## config.mk

```make
export PLATFORM = sky130hd
export DESIGN_NAME = mont_operand_multiplier_flat
export DESIGN_NICKNAME = d
export VERILOG_FILES = /design/src/rtl/mont_pkg.sv /design/src/rtl/mont_operand_multiplier_if.sv /design/src/rtl/mont_operand_multiplier.sv /design/src/flat_wrapper.sv
export SDC_FILE = /design/constraint.sdc
export NUM_CORES = 1
export LEC_CHECK = 0
export ABC_AREA = 1
export CELL_PAD_IN_SITES_DETAIL_PLACEMENT = 2
export CELL_PAD_IN_SITES_GLOBAL_PLACEMENT = 2
export CORE_ASPECT_RATIO = 0.7
export CORE_MARGIN = 5
export CORE_UTILIZATION = 29
export CTS_CLUSTER_SIZE = 20
export DETAILED_ROUTE_END_ITERATION = 10
export PLACE_DENSITY = 0.88
export SYNTH_ARGS = -nofsm -noshare
export SYNTH_HDL_FRONTEND = slang
export SYNTH_SLANG_ARGS = --single-unit
```

## constraint.sdc

```tcl
create_clock -name clk_i -period 2.15 [get_ports clk_i]
set_clock_uncertainty 0.2 [all_clocks]
set_input_delay 0.5375 -clock clk_i [delete_from_list [all_inputs] [get_ports clk_i]]
set_output_delay 0.5375 -clock clk_i [all_outputs]
set_load 0.01 [all_outputs]
```

## src/rtl/mont_pkg.sv

```systemverilog
// mont_pkg: shared types and default widths for the Montgomery datapath.
//   mult_state_t : control states of mont_operand_multiplier
//   red_state_t  : control states of the downstream bit-serial reducer
//   OP_W_DEF     : default operand/modulus width
//   PROD_W_DEF   : default product width (reducer x/m width)
package mont_pkg;

  localparam int unsigned OP_W_DEF   = 32;
  localparam int unsigned PROD_W_DEF = 2 * OP_W_DEF;

  typedef enum logic [1:0] {
    IDLE = 2'd0,
    MULT = 2'd1,
    DONE = 2'd2
  } mult_state_t;

  typedef enum logic [1:0] {
    RED_IDLE  = 2'd0,
    RED_SHIFT = 2'd1,
    RED_FINAL = 2'd2,
    RED_DONE  = 2'd3
  } red_state_t;

endpackage

```

## src/rtl/mont_operand_multiplier_if.sv

```systemverilog
// mont_operand_multiplier_if: request/result bundle of the operand multiplier.
//   Request side : start_i, a_i, b_i, m_i (to DUT), ready_o (from DUT)
//   Result side  : product_o, m_o, err_o, valid_o (from DUT), ack_i (to DUT)
//   slave  modport: seen by the multiplier
//   master modport: seen by the requester/consumer
interface mont_operand_multiplier_if
  import mont_pkg::*;
#(
  parameter int unsigned OP_W   = OP_W_DEF,
  parameter int unsigned PROD_W = PROD_W_DEF
);

  logic              start_i;
  logic [OP_W-1:0]   a_i;
  logic [OP_W-1:0]   b_i;
  logic [OP_W-1:0]   m_i;
  logic              ready_o;
  logic [PROD_W-1:0] product_o;
  logic [PROD_W-1:0] m_o;
  logic              err_o;
  logic              valid_o;
  logic              ack_i;

  modport slave (
    input  start_i, a_i, b_i, m_i, ack_i,
    output ready_o, product_o, m_o, err_o, valid_o
  );

  modport master (
    output start_i, a_i, b_i, m_i, ack_i,
    input  ready_o, product_o, m_o, err_o, valid_o
  );

endinterface

```

## src/rtl/mont_operand_multiplier.sv

```systemverilog
// mont_operand_multiplier: serial radix-2 shift-and-add multiplier feeding the
// bit-serial Montgomery reducer. Computes a*b (full PROD_W width) one
// multiplier bit per cycle, fixed OP_W-cycle latency, and presents it with a
// latched, zero-extended copy of the modulus.
//   clk_i   : clock, rising edge
//   rst_ni  : asynchronous active-low reset
//   bus     : slave side of mont_operand_multiplier_if
//             start_i/ready_o request handshake (a_i, b_i, m_i operands)
//             valid_o/ack_i result handshake (product_o, m_o, err_o)
module mont_operand_multiplier
  import mont_pkg::*;
#(
  parameter int unsigned OP_W   = OP_W_DEF,
  parameter int unsigned PROD_W = PROD_W_DEF
) (
  input  logic                       clk_i,
  input  logic                       rst_ni,
  mont_operand_multiplier_if.slave   bus
);

  localparam int unsigned CNT_W = (OP_W > 1) ? $clog2(OP_W) : 1;
  localparam logic [CNT_W-1:0] CNT_LAST = CNT_W'(OP_W - 1);

  mult_state_t       state_q, state_d;
  logic [PROD_W-1:0] acc_q, acc_d;
  logic [PROD_W-1:0] mcand_q, mcand_d;
  logic [OP_W-1:0]   mplr_q, mplr_d;
  logic [CNT_W-1:0]  cnt_q, cnt_d;
  logic [OP_W-1:0]   m_q, m_d;
  logic              err_q, err_d;
  logic [PROD_W-1:0] product_q, product_d;
  logic [PROD_W-1:0] acc_next;

  always_ff @(posedge clk_i or negedge rst_ni) begin
    if (!rst_ni) begin
      state_q   <= IDLE;
      acc_q     <= '0;
      mcand_q   <= '0;
      mplr_q    <= '0;
      cnt_q     <= '0;
      m_q       <= '0;
      err_q     <= 1'b0;
      product_q <= '0;
    end else begin
      state_q   <= state_d;
      acc_q     <= acc_d;
      mcand_q   <= mcand_d;
      mplr_q    <= mplr_d;
      cnt_q     <= cnt_d;
      m_q       <= m_d;
      err_q     <= err_d;
      product_q <= product_d;
    end
  end

  always_comb begin
    state_d   = state_q;
    acc_d     = acc_q;
    mcand_d   = mcand_q;
    mplr_d    = mplr_q;
    cnt_d     = cnt_q;
    m_d       = m_q;
    err_d     = err_q;
    product_d = product_q;
    // a*b < 2^PROD_W, so the accumulate never carries out.
    acc_next  = mplr_q[0] ? (acc_q + mcand_q) : acc_q;

    unique case (state_q)
      IDLE: begin
        if (bus.start_i) begin
          mcand_d = PROD_W'(bus.a_i);
          mplr_d  = bus.b_i;
          m_d     = bus.m_i;
          acc_d   = '0;
          cnt_d   = '0;
          err_d   = (bus.a_i >= bus.m_i) | (bus.b_i >= bus.m_i);
          state_d = MULT;
        end
      end
      MULT: begin
        acc_d   = acc_next;
        mcand_d = mcand_q << 1;
        mplr_d  = mplr_q >> 1;
        cnt_d   = cnt_q + CNT_W'(1);
        if (cnt_q == CNT_LAST) begin
          product_d = acc_next;
          state_d   = DONE;
        end
      end
      DONE: begin
        if (bus.ack_i) state_d = IDLE;
      end
      default: state_d = IDLE;
    endcase
  end

  assign bus.ready_o   = (state_q == IDLE);
  assign bus.valid_o   = (state_q == DONE);
  assign bus.product_o = product_q;
  assign bus.m_o       = PROD_W'(m_q);
  assign bus.err_o     = err_q;

endmodule
```

## src/flat_wrapper.sv

```systemverilog
// flat-port wrapper written by rule: the top's interface ports become plain ports
module mont_operand_multiplier_flat import mont_pkg::*;
#(
  parameter int unsigned OP_W   = OP_W_DEF,
  parameter int unsigned PROD_W = PROD_W_DEF
)
  (clk_i, rst_ni, bus_start_i, bus_a_i, bus_b_i, bus_m_i, bus_ack_i, bus_ready_o, bus_product_o, bus_m_o, bus_err_o, bus_valid_o);
  mont_operand_multiplier_if #(.OP_W(OP_W), .PROD_W(PROD_W)) bus_i ();
  input  logic clk_i;
  input  logic rst_ni;
  input wire logic [$bits(bus_i.start_i)-1:0] bus_start_i;
  input wire logic [$bits(bus_i.a_i)-1:0] bus_a_i;
  input wire logic [$bits(bus_i.b_i)-1:0] bus_b_i;
  input wire logic [$bits(bus_i.m_i)-1:0] bus_m_i;
  input wire logic [$bits(bus_i.ack_i)-1:0] bus_ack_i;
  output wire logic [$bits(bus_i.ready_o)-1:0] bus_ready_o;
  output wire logic [$bits(bus_i.product_o)-1:0] bus_product_o;
  output wire logic [$bits(bus_i.m_o)-1:0] bus_m_o;
  output wire logic [$bits(bus_i.err_o)-1:0] bus_err_o;
  output wire logic [$bits(bus_i.valid_o)-1:0] bus_valid_o;
  assign bus_i.start_i = bus_start_i;
  assign bus_i.a_i = bus_a_i;
  assign bus_i.b_i = bus_b_i;
  assign bus_i.m_i = bus_m_i;
  assign bus_i.ack_i = bus_ack_i;
  assign bus_ready_o = bus_i.ready_o;
  assign bus_product_o = bus_i.product_o;
  assign bus_m_o = bus_i.m_o;
  assign bus_err_o = bus_i.err_o;
  assign bus_valid_o = bus_i.valid_o;
  mont_operand_multiplier #(.OP_W(OP_W), .PROD_W(PROD_W)) u_core (.clk_i(clk_i), .rst_ni(rst_ni), .bus(bus_i));
endmodule
```

==> results of run 1 <==
==> Yosys cell counts, drive strengths merged <==
cell | instances | share of area
a21boi | 1 | 0.00060
a21o | 1 | 0.00040
a21oi | 73 | 0.020
a22o | 2 | 0.00094
a22oi | 31 | 0.012
a32o | 1 | 0.00054
and2 | 1 | 0.00034
and3 | 1 | 0.00034
buf | 70 | 0.023
clkbuf | 37 | 0.0074
clkinv | 8 | 0.0016
conb | 1 | 0.00020
dfrtp | 264 | 0.35
fa | 1 | 0.0011
ha | 129 | 0.086
inv | 430 | 0.086
nand2 | 1074 | 0.22
nand3 | 195 | 0.058
nand4 | 14 | 0.0047
nor2 | 139 | 0.034
nor3 | 18 | 0.0070
nor4 | 4 | 0.0020
o211ai | 20 | 0.0080
o21ai | 97 | 0.026
o21bai | 3 | 0.0012
o221ai | 1 | 0.00047
o22ai | 47 | 0.016
o31ai | 1 | 0.00040
or2 | 33 | 0.011
xnor2 | 13 | 0.0061
xor2 | 18 | 0.0084
==> final cells by class <==
class / count / area [um^2] / area share
multi-input combinational: 1950 / 14200 / 0.468
antenna: 9 / 22.5 / 0.000740
inverter: 438 / 1670 / 0.0550
clock inverter: 20 / 243 / 0.00798
timing repair buffer: 624 / 5760 / 0.189
clock buffer: 36 / 805 / 0.0264
tap: 829 / 1040 / 0.0341
sequential: 264 / 6630 / 0.218
==> per-stage QoR <==
stage	worst slack, ps	setup TNS (ps)
after detailed placement	-1020	-68130
after global routing	-1290	-107250
after global placement	-877	-46070
final	-1410	-114550
after floorplan	-2.71	-8.80
after CTS	-415	-33730
==> sequential cells by signal (all words and copies together) (netlist names) <==
signal	flops
u_core.mcand_q	64
u_core.mplr_q	32
u_core.bus.product_o	64
u_core.m_q	32
u_core.bus.err_o	1
u_core.cnt_q	5
u_core.acc_q	64
u_core.state_q	2
==> routing by layer <==
layer,share of wire,global-route usage
met3,0.094,0.0547
met2,0.45,0.601
met4,0.12,0.195
met1,0.34,0.398
met5,0.000067,0
==> timing repair <==
item	in CTS	in global routing
endpoints found under the hold margin	39	0
setup buffers	33	51
pin swaps	123	156
hold buffers	1	0
setup endpoints to repair	222	130
resized for setup	725	470
==> worst min-delay path by stage <==
stage | cells past startpoint | to | start | slack [ps]
after floorplan | 0 | u_core.acc_q[0] | rst_ni | 40
after global placement | 2 | u_core.mplr_q[24] | u_core.mplr_q[24] | 270
after detailed placement | 2 | u_core.bus.product_o[59] | u_core.bus.product_o[59] | 270
after CTS | 3 | u_core.m_q[29] | bus_m_i[29] | 240
after global routing | 3 | u_core.m_q[24] | bus_m_i[24] | 110
final | 3 | u_core.mplr_q[28] | bus_b_i[28] | 100
==> kinds of logic (layout without fill, tap and decap cells) <==
logic type / Yosys count / after routing / share of synthesized area
other: 1 / 41 / 0.000201
buffers and inverters: 545 / 1118 / 0.118
adders and majority gates: 130 / 130 / 0.0876
DFF: 264 / 264 / 0.354
AOI/OAI and AO/OA: 278 / 278 / 0.0866
xor gates and xnor gates: 31 / 31 / 0.0146
and+or+nand+nor: 1479 / 1479 / 0.339
==> placed cells by master (no fill, tap or decap), types with 27 or more instances in the layout <==
master           instances
nand2_1                814
buf_4                  354
inv_1                  339
dfrtp_1                243
nand2_2                155
dlygate4sd2_1           99
ha_4                    97
nand2_4                 95
nand3_2                 89
inv_2                   84
nand3_1                 78
dlymetal6s2s_1          68
nor2_1                  63
o21ai_0                 45
nor2_4                  41
buf_6                   40
o22ai_1                 36
nor2_2                  35
or2_2                   32
conb_1                  32
a21oi_1                 31
a22oi_1                 31
clkbuf_16               31
o21ai_2                 30
buf_12                  29
nand3_4                 28
clkdlybuf4s50_1         28
a21oi_2                 27
==> critical path, cell delays in order, from the launching register on <==
cell	delay, ps
dfrtp_2	590
ha_4	510
nand2_4	130
nor2_4	200
buf_4	160
nand2_2	100
buf_4	180
nor3_2	220
nand2_2	180
nand2_4	140
nand2_2	90
nand2_1	90
nand2_1	110
nand3_2	200
nand3_1	210
nand2_1	170
==> results by group, run 1 <==
Routing
  • WL per Instance: 39.6 um
  • Drt total wl: 165 mm
  • # DRC: 0
  • Post-route ant nets: 0
  • 1st-iter DRT viols: 2933
  • Vias: 25900
  • TritonRoute pass-1 iters: 6
  • Vias per Instance: 6.22

STA
  • Unrepaired setup endpoints after global routing: true
  • Relative slew slack: 0.552
  • Final worst slack: -1410 ps
  • Final Hold Slack: 98.2 ps
  • Final worst path period share: 1.66
  • Endpoints failing hold: 0
  • Fmax: 281 MHz
  • Final Critical Period: 3560 ps
  • Final setup viols: 135
  • Worst slew pin tran: 672 ps
  • Max Slew Vio Count: 0

Clock network
  • CTS Root Cell: clkbuf_16
  • H-tree depth: 1
  • Clk buf depth: 3
  • Clk sinks: 264
  • Num CTS Buffers: 31
  • Clock slew at reported path FFs: 90 ps
  • Clk_lat worst skew: 650 ps
  • CTS tree: built

Cells and area
  • Finished Layout Cells: 4170
  • Area delta synth->final: 63.0%
  • Final Core Density: 0.480
  • Nets: 3539
  • Fillers: 6902
  • Layout cells sized above 1: 0.396
  • Final Cell Area: 0.0304 mm^2

Run status
  • Status: complete, but fails checks
  • Failing checks: negative setup slack

Hold path
  • Hold Path Class: in -> reg

Die
  • Die Y: 222 um
  • FP Rows: 77
  • IO Pins: 231
  • Core area: 0.0634 mm^2
  • Die Area: 0.0696 mm^2
  • Initial core utilization: 0.294
  • Chip Width: 313 um

Place
  • DP Cell Count: 4034
  • Gpl congestion: 0.921
  • IO Port Bufs: 198
  • Placed cell area: 0.0242 mm^2
  • Post-DP HPWL: 72.7 mm

Global route
  • Initial antenna violation count: 8
  • Largest net degree at the start of global routing: 68
  • First-pass GRT wire length: 181 mm
  • Gr ovfl total: 0
  • Global-route usage over all layers: 0.343
  • Vias in the first global route: 26300

Logic synthesis
  • Seq/Total Area, Yosys: 0.354
  • Count of cell types in the netlist: 44
  • Yosys warnings: 0
  • Yosys reg bits: 264
  • Mapped Area: 0.0187 mm^2
  • Syn Area/Cell: 6.84 um^2
  • Synth Instances: 2728

Flow run
  • Max Cap Viol: 0

Worst setup path
  • Worst Setup EP: u_core.bus.product_o[63]
  • Worst reg2reg startpoint: u_core.mcand_q[15]
  • Reg2reg end: u_core.bus.product_o[63]
  • Reg2Reg Setup Slack: -1410 ps
  • Critical path arrival: 3940 ps
  • Worst Path Required: 2530 ps
  • CP max FO: 4
  • Startpoint types: flip-flop
  • Critical path capture point type: flip-flop
  • R2r worst-path depth: 15
  • Worst Setup SP: u_core.mcand_q[15]
  • Critical path type: reg -> reg
Power of run 1 is left out: the tool's default activity adds up to more than one toggle a clock period on the data nets, which glitch-free logic cannot reach.
==> run 2, diff against run 1 <==
--- a/config.mk
+++ b/config.mk
@@ -11,6 +11,7 @@
 export CORE_ASPECT_RATIO = 0.7
 export CORE_MARGIN = 5
 export CORE_UTILIZATION = 29
+export CTS_CLUSTER_DIAMETER = 50
 export CTS_CLUSTER_SIZE = 20
 export DETAILED_ROUTE_END_ITERATION = 10
 export PLACE_DENSITY = 0.88
==> run 2 against run 1 <==
Compared with the run above: final cell count up 0.55%; core utilization is 0.52 points higher; the flow still finishes with violations (negative setup slack); flip-flop and latch count is the same; global-route usage rose by 0.81 points; die area did not move; clock-buffer cell count up 8; hold slack lost 21 ps; wire length is 4.6% lower.
==> results by group, run 2 (synthesis gave the netlist of run 1 again) <==
Run status
  • Status: complete, but fails checks (unchanged)
  • Failing checks: negative setup slack (unchanged)

Place
  • Gpl congestion: 0.921 (unchanged)
  • Post-DP HPWL: 72.7 mm (unchanged)
  • IO Port Bufs: 198 (unchanged)

Global route
  • Initial antenna violation count: 8 (unchanged)
  • Largest net degree at the start of global routing: 68 (unchanged)
  • First-pass GRT wire length: 184 mm (was 181 mm)
  • Gr ovfl total: 0 (unchanged)
  • Vias in the first global route: 26700 (was 26300)
  • Global-route usage over all layers: 0.351 (was 0.343)

STA
  • Final worst path period share: 1.50 (was 1.66)
  • Max Slew Vio Count: 0 (unchanged)
  • Fmax: 311 MHz (was 281 MHz)
  • Final Hold Slack: 76.8 ps (was 98.2 ps)
  • Endpoints failing hold: 0 (unchanged)
  • Final worst slack: -1070 ps (was -1410 ps)
  • Unrepaired setup endpoints after global routing: true (unchanged)
  • Final setup viols: 138 (was 135)
  • Worst slew pin tran: 688 ps (was 672 ps)
  • Final Critical Period: 3220 ps (was 3560 ps)
  • Relative slew slack: 0.541 (was 0.552)

Clock network
  • Num CTS Buffers: 39 (was 31)
  • Clk sinks: 264 (unchanged)
  • Clk_lat worst skew: 660 ps (was 650 ps)
  • CTS tree: built (unchanged)
  • Clock slew at reported path FFs: 90 ps (about the same)
  • CTS Root Cell: clkbuf_16 (unchanged)
  • H-tree depth: 2 (was 1)
  • Clk buf depth: 3 (unchanged)

Power
  • Leakage power: 16.0 nW
  • Peak VDD IR: 1.21 mV
  • Pwr/cell area: 2250 mW/mm^2

Routing
  • WL per Instance: 37.6 um (was 39.6 um)
  • Vias per Instance: 6.06 (was 6.22)
  • Post-route ant nets: 0 (unchanged)
  • Vias: 25400 (was 25900)
  • 1st-iter DRT viols: 2542 (was 2933)
  • Drt total wl: 158 mm (was 165 mm)
  • # DRC: 0 (unchanged)
  • TritonRoute pass-1 iters: 6 (unchanged)

Cells and area
  • Most frequent cells in the layout: 793 x nand2_1, 364 x buf_4, 337 x inv_1 (was 814 x nand2_1, 354 x buf_4, 339 x inv_1)
  • Nets: 3552 (was 3539)
  • Final Core Density: 0.485 (was 0.480)
  • Layout cells sized above 1: 0.409 (was 0.396)
  • Area delta synth->final: 64.8% (was 63.0%)
  • Commonest non-fill, non-tap cell in the layout: nand2_1 (unchanged)

Worst setup path
  • Worst Path Required: 2450 ps (was 2530 ps)
  • Critical Path, Cell by Cell: ha_4 -> nand2_8 -> clkinvlp_4 -> a21oi_4 -> nand2_4 -> buf_12 -> nand2_8 -> nand3_4 -> buf_4 -> xnor2_2 -> nand2_1 -> nand3_1 -> nand2_1 (was ha_4 -> nand2_4 -> nor2_4 -> buf_4 -> nand2_2 -> buf_4 -> nor3_2 -> nand2_2 -> nand2_4 -> nand2_2 -> nand2_1 -> nand2_1 -> nand3_2 -> nand3_1 -> nand2_1)
  • Critical path capture point type: flip-flop (unchanged)
  • Startpoint types: flip-flop (unchanged)
  • CP max stage delay: 470 ps (was 590 ps)
  • Bufs and invs on worst path: 3 (was 2)
  • CP max FO: 4 (unchanged)
  • Crit-path slowest cell: dfrtp_1 (was dfrtp_2)
  • Largest delay contributor family on the critical path: simple AND/OR/NAND/NOR gates (unchanged)
  • Critical path arrival: 3520 ps (was 3940 ps)
  • Critical path type: reg -> reg (unchanged)

Die
  • FP Rows: 77 (unchanged)
  • Initial core utilization: 0.294 (unchanged)
  • Chip Width: 313 um (unchanged)
  • Die Area: 0.0696 mm^2 (unchanged)
  • Die Y: 222 um (unchanged)
  • IO Pins: 231 (unchanged)
  • Core area: 0.0634 mm^2 (unchanged)

Hold path
  • Hold Path Class: in -> reg (unchanged)

Flow run
  • Max Cap Viol: 0 (unchanged)
[run 2: cell type report]
cell class / instances / area [um^2]
Antenna cell: 12 / 30.0
Multi-Input combinational cell: 1950 / 14300
Fill cell: 6920 / 32600
Clock inverter: 27 / 335
Sequential cell: 264 / 6640
Clock buffer: 44 / 1020
Timing Repair Buffer: 629 / 5720
Tap cell: 829 / 1040
Inverter: 438 / 1660
[run 2: per-layer routing]
metal	vias up	track usage	wire length (um)
met3	1019	0.0606	13200
met5	-	0	29
met2	1937	0.611	72100
li1	9688	-	-
met4	4	0.205	17500
met1	12800	0.406	54800
[run 2: worst min-delay path, cell delays in order]
cell,delay [ps]
dlymetal6s2s_1,170
nand2_1,90
nand2_1,60
[run 2: stage by stage]
| stage | power, mW | area [um^2] | setup TNS (ps) | cells | worst slack, ps |
|---|---|---|---|---|---|
| 3_5_place_dp | 39.7 | 24200 | -68130 | 4034 | -1020 |
| 3_3_place_gp | 37.1 | 24200 | -46070 | 4034 | -877 |
| 6_report | 69.2 | 30700 | -90110 | 4193 | -1070 |
| 2_1_floorplan | 24.0 | 18800 | -8.80 | 2759 | -2.71 |
| 4_1_cts | 52.9 | 28200 | -39940 | 4136 | -462 |
| 5_1_grt | 69.4 | 30700 | -88080 | 4189 | -1080 |
[run 2: timing repair]
action	in CTS	in global routing
pin swaps	107	120
endpoints found under the hold margin	39	0
buffers inserted	35	49
endpoints found under the setup margin	222	131
hold buffers	1	0
resized for setup	681	531
[run 2: final timing paths]
| kind | from | cells after the start | end | slack, ps |
|---|---|---|---|---|
| setup / recovery | u_core.acc_q[5] | 13 | u_core.acc_q[23] | -1070 |
| setup reg to reg | u_core.acc_q[5] | 13 | u_core.acc_q[23] | -1070 |
| max in group asynchronous | rst_ni | 3 | u_core.acc_q[19] | 600 |
| hold / removal | bus_m_i[0] | 3 | u_core.m_q[0] | 80 |
| hold reg to reg | u_core.bus.product_o[49] | 2 | u_core.bus.product_o[49] | 280 |
| min in group asynchronous | rst_ni | 2 | u_core.acc_q[4] | 300 |
[run 2: report_power, final]
group / internal, mW / total [mW] / switching (mW) / leakage (nW)
clock network: 3.78 / 7.46 / 3.68 / 0.650
registers: 7.25 / 10.1 / 2.88 / 3.29
logic: 18.0 / 51.6 / 33.6 / 12.1
No activity file was read; power rests on OpenSTA's default activity.
